## src/rtl/cpu_controller_fsm.sv

```systemverilog
// Moore controller that steps the simple-RISC datapath through one instruction at a time.
// Every datapath control is decoded from the registered state alone, so no input reaches an output combinationally.
module cpu_controller_fsm #(
  parameter logic [1:0] VSEL_C     = 2'b00,
  parameter logic [1:0] VSEL_PC    = 2'b01,
  parameter logic [1:0] VSEL_IMM   = 2'b10,
  parameter logic [1:0] VSEL_MDATA = 2'b11
) (
  input  logic       clk,
  input  logic       reset,
  input  logic       s,
  input  logic [2:0] opcode,
  input  logic [1:0] op,
  output logic       w,
  output logic [2:0] nsel,
  output logic       loada,
  output logic       loadb,
  output logic       loadc,
  output logic       loads,
  output logic       asel,
  output logic       bsel,
  output logic [1:0] vsel,
  output logic       write,
  output logic       err,
  output logic [3:0] dbg_state,
  output logic       dbg_vsel_reserved
);

  typedef enum logic [3:0] {
    S_WAIT      = 4'd0,
    S_DECODE    = 4'd1,
    S_GET_A     = 4'd2,
    S_GET_B     = 4'd3,
    S_ALU       = 4'd4,
    S_CMP       = 4'd5,
    S_WRITE_REG = 4'd6,
    S_WRITE_IMM = 4'd7,
    S_ERR       = 4'd8
  } state_t;

  state_t r_state;
  state_t w_next;
  logic   r_zero_a;
  logic   w_is_mov_imm;
  logic   w_is_mov_reg;
  logic   w_is_mvn;
  logic   w_is_alu3;
  logic   w_is_cmp;

  assign w_is_mov_imm = (opcode == 3'b110) && (op == 2'b10);
  assign w_is_mov_reg = (opcode == 3'b110) && (op == 2'b00);
  assign w_is_mvn     = (opcode == 3'b101) && (op == 2'b11);
  assign w_is_cmp     = (opcode == 3'b101) && (op == 2'b01);
  assign w_is_alu3    = (opcode == 3'b101) && (op != 2'b11);

  // MOV-reg and MVN route only Rm through the ALU, so A is forced to zero.
  // The choice is captured at DECODE so asel stays a function of registered state.
  always_ff @(posedge clk or posedge reset) begin
    if (reset) begin
      r_state  <= S_WAIT;
      r_zero_a <= 1'b0;
    end else begin
      r_state <= w_next;
      if (r_state == S_DECODE) r_zero_a <= w_is_mov_reg || w_is_mvn;
    end
  end

  always_comb begin
    w_next = r_state;
    case (r_state)
      S_WAIT: begin
        if (s) w_next = S_DECODE;
      end
      S_DECODE: begin
        if (w_is_mov_imm)                 w_next = S_WRITE_IMM;
        else if (w_is_mov_reg || w_is_mvn) w_next = S_GET_B;
        else if (w_is_alu3)               w_next = S_GET_A;
        else                              w_next = S_ERR;
      end
      S_GET_A:     w_next = S_GET_B;
      S_GET_B:     w_next = w_is_cmp ? S_CMP : S_ALU;
      S_ALU:       w_next = S_WRITE_REG;
      S_WRITE_REG: w_next = S_WAIT;
      S_WRITE_IMM: w_next = S_WAIT;
      S_CMP:       w_next = S_WAIT;
      S_ERR:       w_next = S_WAIT;
      default:     w_next = S_WAIT;
    endcase
  end

  always_comb begin
    w     = 1'b0;
    nsel  = 3'b000;
    loada = 1'b0;
    loadb = 1'b0;
    loadc = 1'b0;
    loads = 1'b0;
    asel  = 1'b0;
    bsel  = 1'b0;
    vsel  = VSEL_C;
    write = 1'b0;
    err   = 1'b0;
    case (r_state)
      S_WAIT:  w = 1'b1;
      S_GET_A: begin
        nsel  = 3'b100;
        loada = 1'b1;
      end
      S_GET_B: begin
        nsel  = 3'b001;
        loadb = 1'b1;
      end
      S_ALU: begin
        asel  = r_zero_a;
        loadc = 1'b1;
      end
      S_CMP:   loads = 1'b1;
      S_WRITE_REG: begin
        nsel  = 3'b010;
        vsel  = VSEL_C;
        write = 1'b1;
      end
      S_WRITE_IMM: begin
        nsel  = 3'b100;
        vsel  = VSEL_IMM;
        write = 1'b1;
      end
      S_ERR:   err = 1'b1;
      default: ;
    endcase
  end

  assign dbg_state         = r_state;
  // Writeback from PC or mdata belongs to other controllers; this flag should never rise here.
  assign dbg_vsel_reserved = (vsel == VSEL_PC) || (vsel == VSEL_MDATA);

endmodule

```

## config.mk

```make
export PLATFORM = sky130hd
export DESIGN_NAME = cpu_controller_fsm
export DESIGN_NICKNAME = d
export VERILOG_FILES = /design/src/rtl/cpu_controller_fsm.sv
export SDC_FILE = /design/constraint.sdc
export NUM_CORES = 1
export LEC_CHECK = 0
export ABC_AREA = 1
export CORE_UTILIZATION = 30
export CTS_BUF_LIST = sky130_fd_sc_hd__clkbuf_16
export CTS_CLUSTER_SIZE = 28
export DETAILED_ROUTE_END_ITERATION = 8
export GPL_ROUTABILITY_DRIVEN = 0
export PLACE_DENSITY = 0.72
export SYNTH_ARGS = -nofsm -noshare
export SYNTH_HDL_FRONTEND = slang
export SYNTH_SLANG_ARGS = --single-unit
```

## constraint.sdc

```tcl
create_clock -name clk -period 1 [get_ports clk]
set_input_delay 0.2 -clock clk [delete_from_list [all_inputs] [get_ports clk]]
set_output_delay 0.2 -clock clk [all_outputs]
set_load 0.01 [all_outputs]
```

==> reports/qor.txt, run 1 <==
global-route wire length before repair -> 2442 um
leakage power -> 0.5645 nW
startpoint-to-endpoint class of the critical path -> flip-flop to primary output
delay of the slowest cell on the worst path -> 410 ps
Synth Cell Area -> 402.9 um2
status -> finished, violations left
Total Wirelength -> 1747 um
count of buffering cells on the critical path with inverters included -> 2
per-cell via count in the routed design -> 4.679
CP required -> 800 ps
Vert. Die Dim -> 38.65 um
number of distinct standard cells referenced by the synthesized netlist -> 16
capturing element type of the critical path -> primary output
clock sink total -> 5
number of warnings printed during yosys synthesis -> 0
data arrival time of the critical path -> 1280 ps
post-place instance area -> 765.7 um2
clock period minus worst slack -> 1477 ps
total count of hold-check failures in the final report -> 0
overall die width -> 38.65 um
count of endpoints failing setup in the final report -> 21
number of standard-cell rows in the floorplan -> 12
fin worst setup slack -> -477.5 ps
quantity of I/O buffers inserted on ports -> 23
wire per inst -> 13.34 um
vias in the first global route -> 575
Post-Syn Instances -> 67
register bit count reported by yosys -> 5
number of iterations in the first detailed-routing pass -> 5
highest clock frequency the design can meet -> 0.6768 GHz
post-detail-place hpwl -> 899.5 um
maximum level of the CTS H-tree -> 1
largest net degree at the start of global routing -> 6
Final period util -> 147.7%
post-route standard cell area excluding fillers -> 1007 um2
number of maximum-capacitance constraint violations -> 0
CTS tree -> yes
Root Buffer Master -> sky130_fd_sc_hd__clkbuf_16
fraction of the yosys area taken by sequential cells -> 31.06%
utilization of the core after routing -> 86.00%
Final #Nets -> 126
total vias in the final route -> 613
critical path's top delay family -> flip-flops
Top Ports -> 27
post-synthesis to final-layout area growth -> 150.0%
Worst-Skew Late Latency -> 230 ps
cts bufs inserted -> 3
Layout Skew -> 1.199 ps
DR DRC count -> 0
ranking of synthesized cells by area -> sky130_fd_sc_hd__dfrtp_1 (31%), sky130_fd_sc_hd__nor2_1 (15%), sky130_fd_sc_hd__nand2_1 (13%), sky130_fd_sc_hd__inv_1 (10%), sky130_fd_sc_hd__buf_4 (7.5%)
Hold Worst Slack -> 187.3 ps
total count of max-transition violations in the final report -> 0
deepest clock path buffer count -> 2
type of the worst min-delay path -> input port to async pin
total of fill cells in the finished design -> 72
area leader, netlist -> sky130_fd_sc_hd__dfrtp_1
die outline area -> 1493 um2
synthesized area per cell -> 6.013 um2
maximum fanout along the worst path -> 3
top-area cell type share of the netlist area -> 31.06%
clk slew on worst S/H paths -> 30 ps
startpoint kind of the worst setup timing path -> flip-flop
Floorplan Core Area -> 1171 um2
Initial DRC Count -> 11
Routed Antenna Nets -> 0
fraction of final layout cells with drive strength greater than 1 -> 63.25%
number of diodes added for antenna fixing -> 0
slowest stage cell, crit path -> sky130_fd_sc_hd__dfrtp_1
initial antenna violation count -> 0
violated checks -> setup timing
Remaining Overflow, GRT -> 0
Initial Util -> 34.40%
power per cell area -> 3135 nW/um2
ordered list of cells on the worst path -> inv_2 > nand2_4 > nor2_4 > nand2_2 > o21ai_1 > buf_2
maximum ir drop on the vdd rail -> 2.059 mV
setup repair after global routing missed its margin -> yes
Global Route Usage Sum -> 25.39%
[power breakdown]
group	switching, mW	internal (mW)	total [mW]	leakage, nW
sequential	0.103	0.291	0.394	0.0636
clock	0.139	0.518	0.657	0.0423
combinational	1.00	1.10	2.11	0.459
[cells in the final DEF (no fill, tap or decap), types with 3 or more instances in the layout]
| master | count |
|---|---|
| sky130_fd_sc_hd__nand2_2 | 3 |
| sky130_fd_sc_hd__inv_1 | 7 |
| sky130_fd_sc_hd__dlymetal6s2s_1 | 3 |
| sky130_fd_sc_hd__nor2_1 | 6 |
| sky130_fd_sc_hd__dfrtp_1 | 3 |
| sky130_fd_sc_hd__conb_1 | 3 |
| sky130_fd_sc_hd__buf_6 | 16 |
| sky130_fd_sc_hd__nor2_4 | 8 |
| sky130_fd_sc_hd__nand2_1 | 10 |
| sky130_fd_sc_hd__buf_4 | 17 |
| sky130_fd_sc_hd__inv_2 | 8 |
| sky130_fd_sc_hd__buf_2 | 8 |
| sky130_fd_sc_hd__clkbuf_16 | 3 |
| sky130_fd_sc_hd__clkdlybuf4s50_1 | 4 |
| sky130_fd_sc_hd__nor2_2 | 4 |
[layout make-up]
class	instances	area, um2	share of cell area [%]
flip-flops and latches	5	127.6	12.67
inverters	14	52.55	5.217
clock buffers	3	75.07	7.453
clock inverters	1	3.754	0.3727
well taps	14	17.52	1.739
multi-input cells	46	305.3	30.31
repair buffers	48	425.4	42.24
[kinds of logic after synthesis]
group	share of synthesized area, %
compound gates	2.485
buf+inv	20.50
flops	31.06
other cells	0.9308
simple gates	45.04
[final timing paths]
| path | cells past startpoint | start | slack [ps] | end |
|---|---|---|---|---|
| max reg2reg | 6 | dbg_state[3]$_DFFE_PP0P_ | -350 | dbg_state[2]$_DFFE_PP0P_ |
| max | 6 | dbg_state[3]$_DFFE_PP0P_ | -480 | nsel[2] |
| max in group asynchronous | 2 | reset | 620 | dbg_state[0]$_DFFE_PP0P_ |
| min | 2 | reset | 190 | r_zero_a$_DFFE_PP0N_ |
| min in group clk | 6 | opcode[1] | 420 | dbg_state[0]$_DFFE_PP0P_ |
| min reg2reg | 2 | r_zero_a$_DFFE_PP0N_ | 610 | r_zero_a$_DFFE_PP0N_ |
[cell usage after synthesis]
master and number:
sky130_fd_sc_hd__nand3b_1 1, sky130_fd_sc_hd__nor2_1 16, sky130_fd_sc_hd__dfrtp_1 5, sky130_fd_sc_hd__nor2_2 1, sky130_fd_sc_hd__conb_1 1, sky130_fd_sc_hd__nand3_1 3
sky130_fd_sc_hd__nand2_2 1, sky130_fd_sc_hd__or3_1 1, sky130_fd_sc_hd__buf_4 4, sky130_fd_sc_hd__inv_1 11, sky130_fd_sc_hd__inv_2 3, sky130_fd_sc_hd__nor2_4 1
sky130_fd_sc_hd__nor3_1 2, sky130_fd_sc_hd__nand2_1 14, sky130_fd_sc_hd__nand4_1 1, sky130_fd_sc_hd__o21ai_0 2
[what timing repair did]
item                       4_1_cts  5_1_grt
resized for setup               91       18
hold buffers                     0        0
setup endpoints to repair       21       21
pin swaps                        8        8
cloned                           0        0
setup buffers                    8        3
[routing by layer]
metal  GRT usage, %  vias to the layer above  share of wire [%]
met1          23.76                      281                 37
met2          47.92                       31                 55
li1               -                      295                  -
met5              0                        -                  0
met3          6.358                        6                6.3
met4          15.52                        0                1.5
[sequential cells by signal, indices dropped and copies added, names as in the netlist]
name / flops
r_zero_a: 1
dbg_state: 4
[per-stage QoR]
stage,TNS (ps),setup slack [ps],instances,power [mW]
floorplan,-793.6,-147.9,69,0.9733
global placement,-8202,-568.5,117,1.760
detailed placement,-8838,-617.4,117,1.789
CTS,-5956,-393.8,129,2.891
global route,-7585,-522.9,131,3.307
finish,-6961,-477.5,131,3.157
No activity file was read; power rests on OpenSTA's default activity.
==> inputs of run 2 (changes only) <==
Settings changed: CTS_CLUSTER_DIAMETER from default to 30.
==> results of run 2 <==
Final layout, timing and power as in run 1 (identical DEF).
==> inputs of run 3 (changes only) <==
Settings changed: CORE_AREA from default to 2 2 39 41, CORE_UTILIZATION 30 to default, DIE_AREA from default to 0 0 41 43, PLACE_DENSITY 0.72 to 0.7.
Clock period 1 ns to 1.8 ns, I/O delays scaled along.
==> run 3 against run 2 <==
Net effect:
- the run now ends clean
- non-clock buffer count decreased by 19
- setup slack improved by 570 ps
- via count decreased by 20%
- die area increased by 18%
- utilization decreased by 33 points
- cell count decreased by 13%
- global-route usage decreased by 12 points
- worst hold slack improved by 140 ps
- first-iteration DRC count decreased by 36%
- wire length decreased by 44%
- combinational power decreased by 72%
- critical endpoint is now asel
- highest routed layer is now met3
==> reports/qor.txt, run 3 (synthesized netlist as in run 1, its figures left out) <==
status -> complete, no violations
pre-CTS worst setup slack -> 36.82 ps
capturing element type of the critical path -> primary output
sequential power share -> 16.7%
cts bufs inserted -> 3
reg2reg path depth -> 6
post-detail-place hpwl -> 788.2 um
startpoint kind of the worst setup timing path -> flip-flop
maximum level of the CTS H-tree -> 1
number of iterations in the first detailed-routing pass -> 4
setup slack, reg-to-reg -> 570 ps
flip-flop count of the largest register after layout -> 4
CP required -> 1440 ps
startpoint-to-endpoint class of the critical path -> flip-flop to primary output
Floorplan Core Area -> 1384 um2
maximum ir drop on the vdd rail -> 0.6367 mV
total chip power -> 1.143 mW
most frequent CP cell -> sky130_fd_sc_hd__nor2_1
post-synthesis to final-layout area growth -> 83.54%
Initial DRC Count -> 7
type of the worst min-delay path -> input port to async pin
Total Wirelength -> 978 um
part of the total power dissipated in combinational logic -> 52.2%
sum of negative setup slack -> 0 ps
fin worst setup slack -> 92.65 ps
post-route standard cell area excluding fillers -> 739.5 um2
Top Ports -> 27
count of endpoints failing setup in the final report -> 0
startpoint of the worst register-to-register path -> dbg_state[2]$_DFFE_PP0P_
total count of hold-check failures in the final report -> 0
Vert. Die Dim -> 43 um
Routed Antenna Nets -> 0
power per cell area -> 1545 nW/um2
per-cell via count in the routed design -> 4.281
placed insts -> 110
Final period util -> 94.85%
Initial Util -> 29.11%
total of fill cells in the finished design -> 146
Net Sw Frac -> 36.33%
delay of the slowest cell on the worst path -> 400 ps
wire per inst -> 8.579 um
Hold Worst Slack -> 331.9 ps
commonest non-fill, non-tap cell in the layout -> sky130_fd_sc_hd__nor2_1
Worst-Skew Late Latency -> 220 ps
ordered list of cells on the worst path -> nor2_1 > inv_2 > nor2_2 > inv_1 > nor2_1 > clkdlybuf4s15_1
total count of max-transition violations in the final report -> 0
total vias in the final route -> 488
deepest clock path buffer count -> 2
clk slew on worst S/H paths -> 30 ps
CTS tree -> yes
P_sw -> 0.4152 mW
data arrival time of the critical path -> 1350 ps
fraction of final layout cells with drive strength greater than 1 -> 17.35%
fin cells -> 114
commonest cells after routing, fill and taps aside -> sky130_fd_sc_hd__nor2_1 (15), sky130_fd_sc_hd__nand2_1 (14), sky130_fd_sc_hd__inv_1 (12)
Remaining Overflow, GRT -> 0
highest clock frequency the design can meet -> 0.5857 GHz
number of standard-cell rows in the floorplan -> 14
clock period minus worst slack -> 1707 ps
Global Route Usage Sum -> 12.93%
cell internal power dissipation -> 0.7276 mW
post-place instance area -> 675.6 um2
setup repair after global routing missed its margin -> no
hold_buf cts -> 0
Layout Skew -> 1.298 ps
number of maximum-capacitance constraint violations -> 0
clock sink total -> 5
overall die width -> 41 um
initial antenna violation count -> 0
relative contribution of the clock network to total power -> 31.1%
Root Buffer Master -> sky130_fd_sc_hd__clkbuf_16
die outline area -> 1763 um2
DR DRC count -> 0
Crit Reg-Reg Endpoint -> dbg_state[2]$_DFFE_PP0P_
number of diodes added for antenna fixing -> 0
slowest stage cell, crit path -> sky130_fd_sc_hd__dfrtp_1
quantity of I/O buffers inserted on ports -> 23
leakage power -> 0.4280 nW
number of setup buffers added after CTS -> 0
maximum fanout along the worst path -> 4
global-route wire length before repair -> 1566 um
Final #Nets -> 107
vias in the first global route -> 435
utilization of the core after routing -> 53.44%
largest net degree at the start of global routing -> 7
-- run 3: cell types whose count changed in the layout (fill, tap and decap cells not counted), sizes merged --
cell / delta
buf: -35
dlygate4sd2: +10
clkdlybuf4s50: +7
dlymetal6s2s: -3
clkbuf: +1
clkdlybuf4s15: +1
-- run 3: repair_timing --
action,CTS,global route
resized for setup,12,4
endpoints found under the hold margin,0,0
endpoints found under the setup margin,12,2
-- run 3: worst max-delay path by stage --
| stage | start | cells past startpoint | to | slack [ps] |
|---|---|---|---|---|
| after CTS | dbg_state[0]$_DFFE_PP0P_ | 6 | asel | 60 |
| final | dbg_state[0]$_DFFE_PP0P_ | 6 | asel | 90 |
| after global placement | dbg_state[0]$_DFFE_PP0P_ | 6 | asel | 60 |
| after floorplan | dbg_state[0]$_DFFE_PP0P_ | 5 | asel | 390 |
| after global routing | dbg_state[3]$_DFFE_PP0P_ | 6 | loada | 7 |
| after detailed placement | dbg_state[0]$_DFFE_PP0P_ | 6 | asel | 40 |
-- run 3: per-layer routing --
layer | GRT usage (%) | vias to the layer above | wire length (um)
met5 | 0 | - | 0
met4 | 8.000 | 0 | 0
met3 | 2.094 | 0 | 47
met2 | 21.56 | 13 | 503
met1 | 14.10 | 219 | 427
li1 | - | 256 | -
-- run 3: power by group through the flow --
stage / clock [mW] / combinational (mW) / sequential (mW)
after floorplan: 0 / 0.278 / 0.218
after global placement: 0 / 0.629 / 0.190
after detailed placement: 0 / 0.630 / 0.191
after CTS: 0.358 / 0.595 / 0.189
after global routing: 0.364 / 0.661 / 0.198
final: 0.356 / 0.596 / 0.191
-- run 3: critical path: cells and delay by family (launching register included) --
| kind | cells | cell delay [ps] |
|---|---|---|
| simple gates | 3 | 350 |
| flops | 1 | 400 |
| buf+inv | 3 | 380 |
-- run 3: final cells by class --
type / instances / area, um2 / area share [%]
multi-input cells: 46 / 205.2 / 27.75
inverters: 14 / 52.55 / 7.107
flip-flops and latches: 5 / 125.1 / 16.92
clock inverters: 1 / 3.754 / 0.5076
clock buffers: 3 / 75.07 / 10.15
repair buffers: 29 / 257.7 / 34.86
well taps: 16 / 20.02 / 2.707
==> RTL change 1, RTL diff (flow settings as in run 3) <==
Add an input register stage for `s`, `opcode` and `op`; this delays them by one clock.
--- a/src/rtl/cpu_controller_fsm.sv
+++ b/src/rtl/cpu_controller_fsm.sv
@@ -39,4 +39,14 @@
   } state_t;
 
+  logic s_q;
+  logic [2:0] opcode_q;
+  logic [1:0] op_q;
+
+  always_ff @(posedge clk) begin
+    s_q      <= s;
+    opcode_q <= opcode;
+    op_q     <= op;
+  end
+
   state_t r_state;
   state_t w_next;
@@ -48,9 +58,9 @@
   logic   w_is_cmp;
 
-  assign w_is_mov_imm = (opcode == 3'b110) && (op == 2'b10);
-  assign w_is_mov_reg = (opcode == 3'b110) && (op == 2'b00);
-  assign w_is_mvn     = (opcode == 3'b101) && (op == 2'b11);
-  assign w_is_cmp     = (opcode == 3'b101) && (op == 2'b01);
-  assign w_is_alu3    = (opcode == 3'b101) && (op != 2'b11);
+  assign w_is_mov_imm = (opcode_q == 3'b110) && (op_q == 2'b10);
+  assign w_is_mov_reg = (opcode_q == 3'b110) && (op_q == 2'b00);
+  assign w_is_mvn     = (opcode_q == 3'b101) && (op_q == 2'b11);
+  assign w_is_cmp     = (opcode_q == 3'b101) && (op_q == 2'b01);
+  assign w_is_alu3    = (opcode_q == 3'b101) && (op_q != 2'b11);
 
   // MOV-reg and MVN route only Rm through the ALU, so A is forced to zero.
@@ -70,5 +80,5 @@
     case (r_state)
       S_WAIT: begin
-        if (s) w_next = S_DECODE;
+        if (s_q) w_next = S_DECODE;
       end
       S_DECODE: begin
Behaviour: not the same (Yosys sat finds a counterexample within 4 cycles, from zero or initial values and one cycle with reset high).
==> RTL change 1 against run 3 <==
  * Synthesized area rose by 35%
  * Clock power rose by 8.7%
  * Die area stayed put
  * Sequential cell count rose by 6
  * Setup slack better by 11 ps
  * Non-clock buffer count decreased by 1
  * Final area grew 17%
  * Wire length up 8.0%
  * Final cell count is 7.0% higher
  * Total power rose by 12%
  * Via count up 6.8%
==> RTL change 1: results (changes against run 3) <==
outcome=finished, final reports clean; fillers=127 (-13%); share of layout cells above drive strength 1=20.8% (+3.4 points); Seq/Total Area, Yosys=45.1% (+14 points); Placement Cell Area=810 sq um (+20%); vias in the first global route=473 (+8.7%); Synth area leaders=dfrtp_1, dfxtp_1, nor2_1, nand2_1, inv_1; worst vdd ir=867 uV (+36%); clock latency on the worst-skew pair=230 ps; Synth async-reset ratio=45.5% (-55 points); first-pass GRT wire length=1.76 mm (+12%); top-area cell type share of the netlist area=23.0% (-8.1 points); Tot GR Track Use=15.2% (+2.2 points); ys flop type=dfxtp_1; Routed WL per cell=8.66 microns (+0.90%); top post-synthesis cells by count=nor2_1, nand2_1, inv_1; IO Port Bufs=23 (unchanged); Leak Pwr=0.485 nW (+13%); largest net degree at the start of global routing=7 (unchanged); dpl ws=-3.84 ps (-40.7 ps); R2R depth=8 (+2); CP arrival=1340 ps; NumNets Final=115 (+7.5%); clk_skew=0.690 ps (-0.608 ps); dpl hpwl=875 microns (+11%); DRT iter0 DRCs=4 (-3); DR vias=521 (+6.8%)
## RTL change 1: logic make-up (layout without fill, tap and decap cells)
logic type	count (synthesis)	count (layout)	synth area share (%)
buf+inv	20	48	16.6
simple gates	42	42	35.9
flops	11	11	45.1
other cells	1	3	0.689
compound gates	2	2	1.84
## RTL change 1: worst paths after layout
kind	from	to	slack, ps
worst max-delay path	dbg_state[3]$_DFFE_PP0P_	loadb	100
worst min-delay path	reset	r_zero_a$_DFFE_PP0N_	340
worst max register to register	dbg_state[3]$_DFFE_PP0P_	dbg_state[0]$_DFFE_PP0P_	660
worst min register to register	s_q$_DFF_P_	dbg_state[0]$_DFFE_PP0P_	500
max in group asynchronous	reset	dbg_state[0]$_DFFE_PP0P_	1290
min in group clk	s_q$_DFF_P_	dbg_state[0]$_DFFE_PP0P_	500
## RTL change 1: metal layers
| layer | wire length [microns] | share of wire (%) | global-route usage (%) |
|---|---|---|---|
| met1 | 387 | 37 | 14.8 |
| met2 | 576 | 55 | 26.3 |
| met3 | 92 | 8.7 | 3.14 |
| met4 | 0 | 0 | 10.0 |
| met5 | 0 | 0 | 0 |
## RTL change 1: where the power goes
part           switching (mW)  leakage [nW]  internal (mW)
combinational           0.292         0.326          0.273
sequential             0.0350         0.117          0.296
clock                  0.0965        0.0423          0.290
## RTL change 1: final cells by class
| cell class | count | share of cell area [%] |
|---|---|---|
| multi-input cells | 47 | 25.3 |
| flip-flops and latches | 11 | 28.4 |
| inverters | 16 | 6.95 |
| well taps | 16 | 2.32 |
| repair buffers | 28 | 27.9 |
| clock inverters | 1 | 0.434 |
| clock buffers | 3 | 8.68 |
## RTL change 1: stage by stage
| stage | setup TNS (ps) | std cells | total power, mW | utilization [%] | hold slack (ps) |
|---|---|---|---|---|---|
| floorplan | 0 | 78 | 0.629 | - | 139 |
| global placement | 0 | 118 | 0.937 | 58.5 | 480 |
| detailed placement | -3.84 | 118 | 0.938 | 58.5 | 504 |
| CTS | 0 | 122 | 1.30 | 63.1 | 346 |
| global route | 0 | 122 | 1.37 | 62.5 | 376 |
| finish | 0 | 122 | 1.28 | 62.5 | 336 |
## RTL change 1: what timing repair did
item                       4_1_cts  5_1_grt
hold buffers                     0        0
setup endpoints to repair       12        3
gates resized for setup         12        7
## RTL change 1: worst max-delay path, stage by stage, from the launching register on
cell	delay, ps
dfrtp_1	410
nor2_2	130
buf_4	120
nand3_1	80
clkinv_1	90
dlygate4sd2_1	270
==> RTL change 2, RTL diff (flow settings as in run 3) <==
Without the edit above. Reset style: synchronous (`reset`), changed in one clocked block.
--- a/src/rtl/cpu_controller_fsm.sv
+++ b/src/rtl/cpu_controller_fsm.sv
@@ -56,5 +56,5 @@
   // MOV-reg and MVN route only Rm through the ALU, so A is forced to zero.
   // The choice is captured at DECODE so asel stays a function of registered state.
-  always_ff @(posedge clk or posedge reset) begin
+  always_ff @(posedge clk) begin
     if (reset) begin
       r_state  <= S_WAIT;
Behaviour: differs if reset is asserted again (counterexample within 4 cycles, from zero or initial values and one cycle with reset high); with reset held inactive, the same outputs for 10 cycles.
==> RTL change 2 against run 3 <==
  * Wire length is 9.5% higher
  * Utilization is 0.090 points higher
  * Critical path depth stayed put
  * Synthesized area is 8.7% higher
  * Non-clock buffer count is 6 lower
  * First-iteration DRC count is 29% lower
  * Global-route usage is 1.8 points higher
  * Clock skew is 3.0 ps higher
  * Final area is 0.17% higher
  * Synthesized cell count is 12% higher
  * Sequential cell count stayed put
  * Setup slack better by 31 ps
  * Sequential share of layout area is 3.1 points lower
  * Highest routed layer is now met4
Power is not compared: it rests on default switching activity, and its combinational part moved more than twofold at a synthesized area within 25%.
==> RTL change 2: results (changes against run 3) <==
mux cell area share after synthesis=0% (unchanged); Final Power=0.649 mW; met3 WL=60 microns (+28%); top post-synthesis cells by count=nand2_1, inv_1, nor2_1; GRT met1 Usage=14.5% (+0.37 points); setup slack, reg-to-reg=770 ps (+200 ps); reg2reg start=dbg_state[1]$_SDFFE_PP0P_; FF-to-FF End=dbg_state[0]$_SDFFE_PP0P_; post-DR vias/cell=4.41 (+2.9%); Routed WL per cell=9.23 microns (+7.6%); GR met3 Demand/Resource=4.71% (+2.6 points); dpl ws=111 ps (+74.5 ps); share of layout cells above drive strength 1=18.0% (+0.65 points); Seq/Total Area, Yosys=22.9% (-8.2 points); met2 Track Usage GR=24.4% (+2.8 points); Tot GR Track Use=14.8% (+1.8 points); hold slack=459 ps (+127 ps); DRT iter0 DRCs=5 (-2); NumNets Final=109 (+1.9%); dpl hpwl=855 microns (+8.4%); min-delay worst type=register to register; Synth Area in Adders=0% (unchanged); crit-path max cell delay=350 ps (-50 ps); Comb power=0.151 mW; Placement Cell Area=666 sq um (-1.5%); largest net degree at the start of global routing=6 (-1); top layer reached by signal wires=met4; Synth area leaders=dfxtp_1, nand2_1, inv_1, nor2_1, nor2_4; R2R depth=7 (+1); CP Max Fanout=5 (+1); ys flop type=dfxtp_1; Synth async-reset ratio=0% (-100 points); clk_skew=4.28 ps (+2.98 ps); metal2 WL=598 microns (+19%); outcome=finished, final reports clean; metal1 wirelength=404 microns (-5.4%); vias in the first global route=467 (+7.4%); CP arrival=1320 ps (-30 ps); slowest CP cell=dfxtp_1
RTL change 2: cell types whose count changed in the layout (fill, tap and decap cells not counted), moves of 2 or more:
cell and delta:
buf_4 -6, dfrtp_1 -5, a21oi_1 +3, dfxtp_1 +3, dfxtp_2 +2, dlymetal6s2s_1 +2, nand2_1 +2, nand2_2 +2
nor2_1 -2, nor2_2 -2, nor2_4 +2
RTL change 2: worst max-delay path, delay by kind of cell (launching register included):
kind	cells	cell delay (ps)
AO/OA/AOI/OAI	1	90
buffers and inverters	3	430
flip-flops	1	350
AND/OR/NAND/NOR	2	210
RTL change 2: per-stage QoR:
stage                     cells  utilization, %
after floorplan              77               -
after global placement      112            48.1
after detailed placement    112            48.1
after CTS                   116            53.1
after global routing        116            53.5
final                       116            53.5
RTL change 2: what timing repair did:
| action | in CTS | in global routing |
|---|---|---|
| hold endpoints to repair | 0 | 0 |
| endpoints found under the setup margin | 12 | 3 |
| gates resized for setup | 12 | 3 |
RTL change 2: cell type report:
cell class | instances | area, sq um
fill | 149 | 643
multi-input combinational | 52 | 255
timing repair buffer | 23 | 223
sequential | 5 | 103
clock buffer | 3 | 75.1
inverter | 16 | 60.1
tap | 16 | 20.0
clock inverter | 1 | 5.00
RTL change 2: worst max-delay path by stage:
stage,from,to,slack [ps]
2_1_floorplan,dbg_state[2]$_SDFFE_PP0P_,nsel[2],520
3_3_place_gp,dbg_state[3]$_SDFFE_PP0P_,nsel[2],140
3_5_place_dp,dbg_state[3]$_SDFFE_PP0P_,nsel[2],110
4_1_cts,dbg_state[3]$_SDFFE_PP0P_,nsel[0],20
5_1_grt,dbg_state[2]$_SDFFE_PP0P_,nsel[2],30
6_report,dbg_state[2]$_SDFFE_PP0P_,nsel[2],120
